`config.mk`:
```
export PLATFORM = sky130hd
export DESIGN_NAME = mmio_responder_flat
export DESIGN_NICKNAME = d
export VERILOG_FILES = /design/src/rtl/mmio_responder_pkg.sv /design/src/rtl/mmio_responder_if.sv /design/src/rtl/mmio_responder_fifo.sv /design/src/rtl/mmio_responder.sv /design/src/flat_wrapper.sv
export SDC_FILE = /design/constraint.sdc
export NUM_CORES = 1
export LEC_CHECK = 0
export CORE_AREA = 4 4 139 208
export CTS_CLUSTER_SIZE = 25
export DETAILED_ROUTE_END_ITERATION = 10
export DIE_AREA = 0 0 143 212
export PLACE_DENSITY = 0.71
export SYNTH_ARGS = -nofsm -noshare
export SYNTH_HDL_FRONTEND = slang
export SYNTH_SLANG_ARGS = --single-unit
```
`constraint.sdc`:
```
create_clock -name clock -period 2.07 [get_ports clock]
set_input_delay 0.3105 -clock clock [delete_from_list [all_inputs] [get_ports clock]]
set_output_delay 0.3105 -clock clock [all_outputs]
set_load 0.01 [all_outputs]
```
`src/rtl/mmio_responder_pkg.sv`:
```
// Shared definitions for the MMIO responder: register offsets, CTRL/STAT bit
// positions and the default window base address.
package mmio_responder_pkg;

  // Word offsets inside the 8-word MMIO window; 5..7 are reserved.
  typedef enum logic [2:0] {
    OffCycle = 3'd0,
    OffCmp   = 3'd1,
    OffCtrl  = 3'd2,
    OffFifo  = 3'd3,
    OffStat  = 3'd4
  } mmio_off_e;

  // CTRL register bits
  localparam int unsigned CtrlTmrEn = 0;
  localparam int unsigned CtrlIrqEn = 1;
  localparam int unsigned CtrlFlag  = 2;

  // STAT register bits ([3:0] hold the FIFO count)
  localparam int unsigned StatFull  = 4;
  localparam int unsigned StatEmpty = 5;
  localparam int unsigned StatOvf   = 6;

  localparam logic [11:0] DefaultBaseAddr = 12'hF00;

endpackage

```
`src/rtl/mmio_responder_if.sv`:
```
// Processor-side dmem signals plus the downstream FIFO valid/ready stream.
interface mmio_responder_if #(
  parameter int unsigned ADDR_WIDTH = 12,
  parameter int unsigned DATA_WIDTH = 32
);

  logic [ADDR_WIDTH-1:0] address_dmem;
  logic [DATA_WIDTH-1:0] data;
  logic                  wren;
  logic [DATA_WIDTH-1:0] q_mmio;
  logic                  mmio_hit;
  logic                  irq;
  logic [DATA_WIDTH-1:0] out_data;
  logic                  out_valid;
  logic                  out_ready;

  // Processor + consumer side
  modport master (
    output address_dmem, data, wren, out_ready,
    input  q_mmio, mmio_hit, irq, out_data, out_valid
  );

  // Responder side
  modport slave (
    input  address_dmem, data, wren, out_ready,
    output q_mmio, mmio_hit, irq, out_data, out_valid
  );

endinterface

```
`src/rtl/mmio_responder_fifo.sv`:
```
// Small synchronous FIFO with head exposed combinationally. A push while full
// is accepted only when a pop happens on the same edge.
module mmio_responder_fifo #(
  parameter int unsigned DATA_WIDTH = 32,
  parameter int unsigned FIFO_DEPTH = 4,
  localparam int unsigned PtrW = $clog2(FIFO_DEPTH),
  localparam int unsigned CntW = PtrW + 1
) (
  input  logic                  clock,
  input  logic                  reset,
  input  logic                  i_push,
  input  logic [DATA_WIDTH-1:0] i_data,
  input  logic                  i_pop,
  output logic                  o_full,
  output logic                  o_empty,
  output logic [CntW-1:0]       o_count,
  output logic [DATA_WIDTH-1:0] o_head
);

  logic [DATA_WIDTH-1:0] r_mem [FIFO_DEPTH];
  logic [PtrW-1:0]       r_rd_ptr;
  logic [PtrW-1:0]       r_wr_ptr;
  logic [CntW-1:0]       r_count;

  logic w_full;
  logic w_empty;
  logic w_do_push;
  logic w_do_pop;

  assign w_full    = (r_count == CntW'(FIFO_DEPTH));
  assign w_empty   = (r_count == '0);
  // When full, the slot being popped is the one the push overwrites.
  assign w_do_push = i_push & (~w_full | i_pop);
  assign w_do_pop  = i_pop & ~w_empty;

  // Storage, pointers and occupancy count
  always_ff @(posedge clock or negedge reset) begin
    if (!reset) begin
      for (int i = 0; i < int'(FIFO_DEPTH); i++) begin
        r_mem[i] <= '0;
      end
      r_rd_ptr <= '0;
      r_wr_ptr <= '0;
      r_count  <= '0;
    end else begin
      if (w_do_push) begin
        r_mem[r_wr_ptr] <= i_data;
        r_wr_ptr        <= r_wr_ptr + PtrW'(1);
      end
      if (w_do_pop) begin
        r_rd_ptr <= r_rd_ptr + PtrW'(1);
      end
      case ({w_do_push, w_do_pop})
        2'b10:   r_count <= r_count + CntW'(1);
        2'b01:   r_count <= r_count - CntW'(1);
        default: r_count <= r_count;
      endcase
    end
  end

  assign o_full  = w_full;
  assign o_empty = w_empty;
  assign o_count = r_count;
  assign o_head  = r_mem[r_rd_ptr];

endmodule

```
`src/rtl/mmio_responder.sv`:
```
// MMIO responder sitting beside dmem: cycle counter, compare timer with sticky
// flag/irq, and an output FIFO. Read data and hit are registered so the top
// level can mux q_mmio over q_dmem with the same one-cycle latency.
module mmio_responder
  import mmio_responder_pkg::*;
#(
  parameter int unsigned           ADDR_WIDTH = 12,
  parameter int unsigned           DATA_WIDTH = 32,
  parameter logic [ADDR_WIDTH-1:0] BASE_ADDR  = ADDR_WIDTH'(DefaultBaseAddr),
  parameter int unsigned           FIFO_DEPTH = 4
) (
  input logic              clock,
  input logic              reset,
  mmio_responder_if.slave  bus
);

  localparam int unsigned CntW = $clog2(FIFO_DEPTH) + 1;

  logic [DATA_WIDTH-1:0] r_cycle;
  logic [DATA_WIDTH-1:0] r_cmp;
  logic [DATA_WIDTH-1:0] r_tmr_cnt;
  logic                  r_tmr_en;
  logic                  r_irq_en;
  logic                  r_flag;
  logic                  r_ovf;
  logic [DATA_WIDTH-1:0] r_q;
  logic                  r_hit;

  logic [DATA_WIDTH-1:0] w_cmp_d;
  logic [DATA_WIDTH-1:0] w_tmr_cnt_d;
  logic                  w_tmr_en_d;
  logic                  w_irq_en_d;
  logic                  w_flag_d;
  logic                  w_ovf_d;
  logic [DATA_WIDTH-1:0] w_q_d;

  logic                  w_hit;
  logic [2:0]            w_off;
  logic                  w_wr;
  logic                  w_wr_cmp;
  logic                  w_wr_ctrl;
  logic                  w_rd_stat;
  logic                  w_tmr_match;
  logic                  w_push;
  logic                  w_pop;
  logic                  w_full;
  logic                  w_empty;
  logic [CntW-1:0]       w_count;
  logic [3:0]            w_cnt4;
  logic [DATA_WIDTH-1:0] w_head;
  logic [DATA_WIDTH-1:0] w_ctrl_val;
  logic [DATA_WIDTH-1:0] w_stat_val;

  assign w_hit       = (bus.address_dmem[ADDR_WIDTH-1:3] == BASE_ADDR[ADDR_WIDTH-1:3]);
  assign w_off       = bus.address_dmem[2:0];
  assign w_wr        = bus.wren & w_hit;
  assign w_wr_cmp    = w_wr & (w_off == OffCmp);
  assign w_wr_ctrl   = w_wr & (w_off == OffCtrl);
  // Any access that decodes to STAT counts as a read and clears ovf.
  assign w_rd_stat   = w_hit & (w_off == OffStat);
  assign w_push      = w_wr & (w_off == OffFifo);
  assign w_pop       = ~w_empty & bus.out_ready;
  assign w_tmr_match = r_tmr_en & (r_tmr_cnt == r_cmp);

  assign w_cnt4      = 4'(w_count);
  assign w_ctrl_val  = {{(DATA_WIDTH-3){1'b0}}, r_flag, r_irq_en, r_tmr_en};
  assign w_stat_val  = {{(DATA_WIDTH-7){1'b0}}, r_ovf, w_empty, w_full, w_cnt4};

  mmio_responder_fifo #(
    .DATA_WIDTH (DATA_WIDTH),
    .FIFO_DEPTH (FIFO_DEPTH)
  ) u_fifo (
    .clock   (clock),
    .reset   (reset),
    .i_push  (w_push),
    .i_data  (bus.data),
    .i_pop   (w_pop),
    .o_full  (w_full),
    .o_empty (w_empty),
    .o_count (w_count),
    .o_head  (w_head)
  );

  // Next state for timer, CTRL/CMP and the sticky overflow flag
  always_comb begin
    w_cmp_d     = r_cmp;
    w_tmr_cnt_d = r_tmr_cnt;
    w_tmr_en_d  = r_tmr_en;
    w_irq_en_d  = r_irq_en;
    w_flag_d    = r_flag;
    w_ovf_d     = r_ovf;

    if (r_tmr_en) begin
      w_tmr_cnt_d = w_tmr_match ? '0 : r_tmr_cnt + DATA_WIDTH'(1);
    end
    if (w_wr_cmp) begin
      w_cmp_d     = bus.data;
      w_tmr_cnt_d = '0;
    end
    if (w_wr_ctrl) begin
      w_tmr_en_d = bus.data[CtrlTmrEn];
      w_irq_en_d = bus.data[CtrlIrqEn];
      if (bus.data[CtrlFlag]) begin
        w_flag_d = 1'b0;
      end
    end
    // A match on the same edge as a write-1-clear leaves the flag set.
    if (w_tmr_match) begin
      w_flag_d = 1'b1;
    end

    if (w_rd_stat) begin
      w_ovf_d = 1'b0;
    end
    if (w_push & w_full & ~w_pop) begin
      w_ovf_d = 1'b1;
    end
  end

  // Read mux; reserved offsets and misses return zero
  always_comb begin
    w_q_d = '0;
    if (w_hit) begin
      case (w_off)
        OffCycle: w_q_d = r_cycle;
        OffCmp:   w_q_d = r_cmp;
        OffCtrl:  w_q_d = w_ctrl_val;
        OffStat:  w_q_d = w_stat_val;
        default:  w_q_d = '0;
      endcase
    end
  end

  // State and registered read outputs
  always_ff @(posedge clock or negedge reset) begin
    if (!reset) begin
      r_cycle   <= '0;
      r_cmp     <= '0;
      r_tmr_cnt <= '0;
      r_tmr_en  <= 1'b0;
      r_irq_en  <= 1'b0;
      r_flag    <= 1'b0;
      r_ovf     <= 1'b0;
      r_q       <= '0;
      r_hit     <= 1'b0;
    end else begin
      r_cycle   <= r_cycle + DATA_WIDTH'(1);
      r_cmp     <= w_cmp_d;
      r_tmr_cnt <= w_tmr_cnt_d;
      r_tmr_en  <= w_tmr_en_d;
      r_irq_en  <= w_irq_en_d;
      r_flag    <= w_flag_d;
      r_ovf     <= w_ovf_d;
      r_q       <= w_q_d;
      r_hit     <= w_hit;
    end
  end

  assign bus.q_mmio    = r_q;
  assign bus.mmio_hit  = r_hit;
  assign bus.irq       = r_flag & r_irq_en;
  assign bus.out_valid = ~w_empty;
  assign bus.out_data  = w_head;

endmodule

```
`src/flat_wrapper.sv`:
```
// flat-port wrapper written by rule: the top's interface ports become plain ports
module mmio_responder_flat import mmio_responder_pkg::*;
#(
  parameter int unsigned           ADDR_WIDTH = 12,
  parameter int unsigned           DATA_WIDTH = 32,
  parameter logic [ADDR_WIDTH-1:0] BASE_ADDR  = ADDR_WIDTH'(DefaultBaseAddr),
  parameter int unsigned           FIFO_DEPTH = 4
)
  (clock, reset, bus_address_dmem, bus_data, bus_wren, bus_out_ready, bus_q_mmio, bus_mmio_hit, bus_irq, bus_out_data, bus_out_valid);
  mmio_responder_if #(.ADDR_WIDTH(ADDR_WIDTH), .DATA_WIDTH(DATA_WIDTH)) bus_i ();
  input logic clock;
  input logic reset;
  input wire logic [$bits(bus_i.address_dmem)-1:0] bus_address_dmem;
  input wire logic [$bits(bus_i.data)-1:0] bus_data;
  input wire logic [$bits(bus_i.wren)-1:0] bus_wren;
  input wire logic [$bits(bus_i.out_ready)-1:0] bus_out_ready;
  output wire logic [$bits(bus_i.q_mmio)-1:0] bus_q_mmio;
  output wire logic [$bits(bus_i.mmio_hit)-1:0] bus_mmio_hit;
  output wire logic [$bits(bus_i.irq)-1:0] bus_irq;
  output wire logic [$bits(bus_i.out_data)-1:0] bus_out_data;
  output wire logic [$bits(bus_i.out_valid)-1:0] bus_out_valid;
  assign bus_i.address_dmem = bus_address_dmem;
  assign bus_i.data = bus_data;
  assign bus_i.wren = bus_wren;
  assign bus_i.out_ready = bus_out_ready;
  assign bus_q_mmio = bus_i.q_mmio;
  assign bus_mmio_hit = bus_i.mmio_hit;
  assign bus_irq = bus_i.irq;
  assign bus_out_data = bus_i.out_data;
  assign bus_out_valid = bus_i.out_valid;
  mmio_responder #(.ADDR_WIDTH(ADDR_WIDTH), .DATA_WIDTH(DATA_WIDTH), .BASE_ADDR(BASE_ADDR), .FIFO_DEPTH(FIFO_DEPTH)) u_core (.clock(clock), .reset(reset), .bus(bus_i));
endmodule
```
==> summary.txt <==
Floorplan
  • Die Wd: 143 um
  • Core Area: approximately 27,000 um2
  • Full die area: between 30,000 and 40,000 um2
  • Die height: about 210 um
  • Ports: 115
  • Cell Rows: 74
  • Initial core utilization: 45.6%

Clock network
  • Max H-tree Level: 1
  • CTS sink cnt: 268
  • CTS tree: done
  • Clk Latency, worst-skew pair: 540 ps
  • Clock Tree Buf Depth: 3
  • Clock slew at reported path FFs: 70 ps
  • Total CTS buffers: 26
  • Clock root buffer: clkbuf_16

Timing
  • Maximum clock frequency: approximately 450 MHz
  • Slew @ Worst Pin: 592 ps
  • Final Hold Fails: 0
  • Period utilization: 108%
  • Post-layout min period: roughly 2200 ps
  • RSZ-0062 raised after global routing: yes
  • Hold WS: 316 ps
  • Worst setup margin: -158 ps
  • Slew headroom: 60.5%
  • Setup violators final: 33
  • Final Max Slew Viols: 0
  • Clock Skews: about 15 ps

Final layout
  • Layout cells sized above 1: around 29%
  • Highest-count cells in the layout ignoring fill and taps: dfrtp_1, nand2_1, mux2_2
  • Util after Layout: 58.1%
  • Area grow syn2layout: 27.4%
  • Fin nets: around 1.2k
  • Commonest non-fill, non-tap cell in the layout: dfrtp_1

Setup path
  • WP data required: roughly 1800 ps
  • Slowest cell on the critical path: mux4_2
  • Crit-path leading delay family: multiplexers
  • CP Launch Type: flip-flop
  • CP peak stage delay: approximately 540 ps
  • CP arrival: 1920 ps
  • R2R depth: 10
  • Crit path depth: 4
  • WS Path Type: flip-flop to output port
  • Critical-path cell list: buf_12 > buf_16 > mux4_2 > buf_6
  • CP bufs+invs: 3
  • Worst R2R Setup Slack: -40 ps
  • Worst-path fanout max: 7
  • CP Capture Type: output port

Routing
  • Avg WL per Cell: 21.4 um
  • Post-detailed-route count of antenna-violating nets: 0
  • Vias per inst: around 5.6
  • Pre-antenna DRT Iters: 5
  • WL final: approximately 33 mm
  • Iter 0 DRT Violations: 552
  • DRC viols: 0
  • Via count: approximately 8.6k

Global route
  • Pin count of the biggest net entering global routing: 70
  • Vias in the first global route: 9,072
  • Total congestion overflow: 0
  • All-Layer GR Usage: a little over a fifth
  • First-pass GRT wire length: 49.6 mm
  • Initial antenna violation count: 2

Power
  • Net load switching power: 3220 uW
  • Sequential power share: between 40% and 50%
  • Logic pwr share: 16.9%
  • Leak Pwr: 0.00760 uW
  • VDD IR max: 0.000632 V
  • PD cells: 785 nW/um2
  • Sw Share: 26.1%
  • Clock power frac: 37.6%
  • Internal power: roughly 9100 uW

Status
  • Status: complete, but fails checks
  • Failing checks: setup timing

Place
  • DP HPWL: 21.7 mm
  • GPL Wtd Cong: 0.908
  • Count of input and output buffers: 114

Flow run
  • Total of max-cap violations: 0

Synth
  • Leading area contributor after synthesis: dfrtp_1
  • Flops & latches, synth: 268
  • Gate count of the mapped netlist: 997
  • Synth area leaders: dfrtp_1, mux2_2, mux4_2, xor2_1, nand2_1
  • Post-synthesis sequential area ratio: 54.2%
  • Netlist Area Pre-Place: between 10,000 and 15,000 um2
  • Asr flop ratio synth: 100%
  • Syn avg cell area: around 12 um2
  • Top cell type's share of synthesized area: 54.2%
  • Netlist cell types: 51
  • Yosys warns: 0
  • Top_reg_cell synth: dfrtp_1
  • Syn_nets: approximately 1.1k
  • Post-synth EDFFs: 0

Min path
  • Worst Hold Class: input pin to asynchronous set/reset pin
[Yosys cell counts, drive strengths merged (21+ instances only)]
cell type and count:
xnor2 31, buf 30, mux2 129, nor2 51, xor2 62, nand3 22, mux4 32, mux2i 33
nor4 21, clkbuf 22, nor3 37, nand2 130, dfrtp 268
[metrics by stage]
stage / std cells / cell area, um2 / total power, uW / setup WS (ps) / TNS [ps]
final: 1540 / 15800 / 12400 / -158 / -3630
after detailed placement: 1472 / 14400 / 7470 / -445 / -48750
after floorplan: 997 / 12400 / 6680 / -49.3 / -49.3
after global placement: 1472 / 14400 / 7460 / -421 / -45640
after global routing: 1539 / 15800 / 12800 / -204 / -5410
after CTS: 1529 / 15500 / 12500 / -170 / -4430
[flip-flops by register name (all words and copies together), names as in the netlist, 2 cells and up]
| signal | count |
|---|---|
| u_core.r_cmp | 32 |
| u_core.u_fifo.o_count | 3 |
| u_core.u_fifo.r_rd_ptr | 2 |
| u_core.u_fifo.r_mem | 128 |
| u_core.u_fifo.r_wr_ptr | 2 |
| u_core.bus.q_mmio | 32 |
| u_core.r_cycle | 32 |
| u_core.r_tmr_cnt | 32 |
[power groups by stage]
stage,registers (uW),logic (uW),clock network (uW)
final,5630,2090,4660
after global routing,5640,2240,4950
after CTS,5620,2120,4750
after detailed placement,5720,1760,0
after global placement,5710,1750,0
after floorplan,5630,1050,0
[worst reg2reg max path, delay by kind of cell (launching register included)]
kind	cells	cell delay (ps)
adders and majority gates	2	440
xor gates and xnor gates	2	280
buffers and inverters	2	100
and+or+nand+nor	4	800
DFF	1	410
[path summary, 6_finish.rpt]
kind	from	endpoint
worst max register to register	u_core.u_fifo.o_count[1]	u_core.u_fifo.o_count[2]
worst max-delay path	u_core.u_fifo.r_rd_ptr[0]	bus_out_data[19]
worst min register to register	u_core.r_cycle[31]	u_core.r_cycle[31]
min in group clock	bus_address_dmem[0]	u_core.bus.q_mmio[29]
worst min-delay path	reset	u_core.u_fifo.r_mem[43]
max in group asynchronous	reset	u_core.u_fifo.r_mem[31]
[what timing repair did]
item / CTS / global route
pin swaps: 1 / 3
setup buffers: 6 / 3
setup endpoints to repair: 41 / 162
gates resized for setup: 181 / 16
endpoints found under the hold margin: 59 / 0
hold buffers: 1 / 0
cloned: 5 / 7
[final cells by class]
| class | instances | area (um2) |
|---|---|---|
| antenna | 3 | 7.51 |
| fill | 2131 | 11400 |
| timing repair buffer | 205 | 2270 |
| sequential | 268 | 6710 |
| clock inverter | 8 | 70.1 |
| clock buffer | 37 | 763 |
| tap | 342 | 428 |
| inverter | 13 | 48.8 |
| multi-input combinational | 664 | 5470 |
[cell families after synthesis]
family / after synthesis / share of synthesized area (%)
and+or+nand+nor: 332 / 13.5
DFF: 268 / 54.2
muxes: 194 / 20.2
xor gates and xnor gates: 93 / 6.58
buffers and inverters: 65 / 2.50
AOI/OAI and AO/OA: 37 / 2.11
adders and majority gates: 8 / 0.869
[metal layers]
layer	wire length [um]	GRT usage [%]	vias to the layer above	share of wire, %
met2	17600	37.7	219	53
li1	-	-	3902	-
met3	1160	2.03	82	3.5
met4	1600	9.64	0	4.9
met5	0	0	-	0
met1	12600	25.5	4415	38
Note: power is estimated with default switching activity, not from simulation.
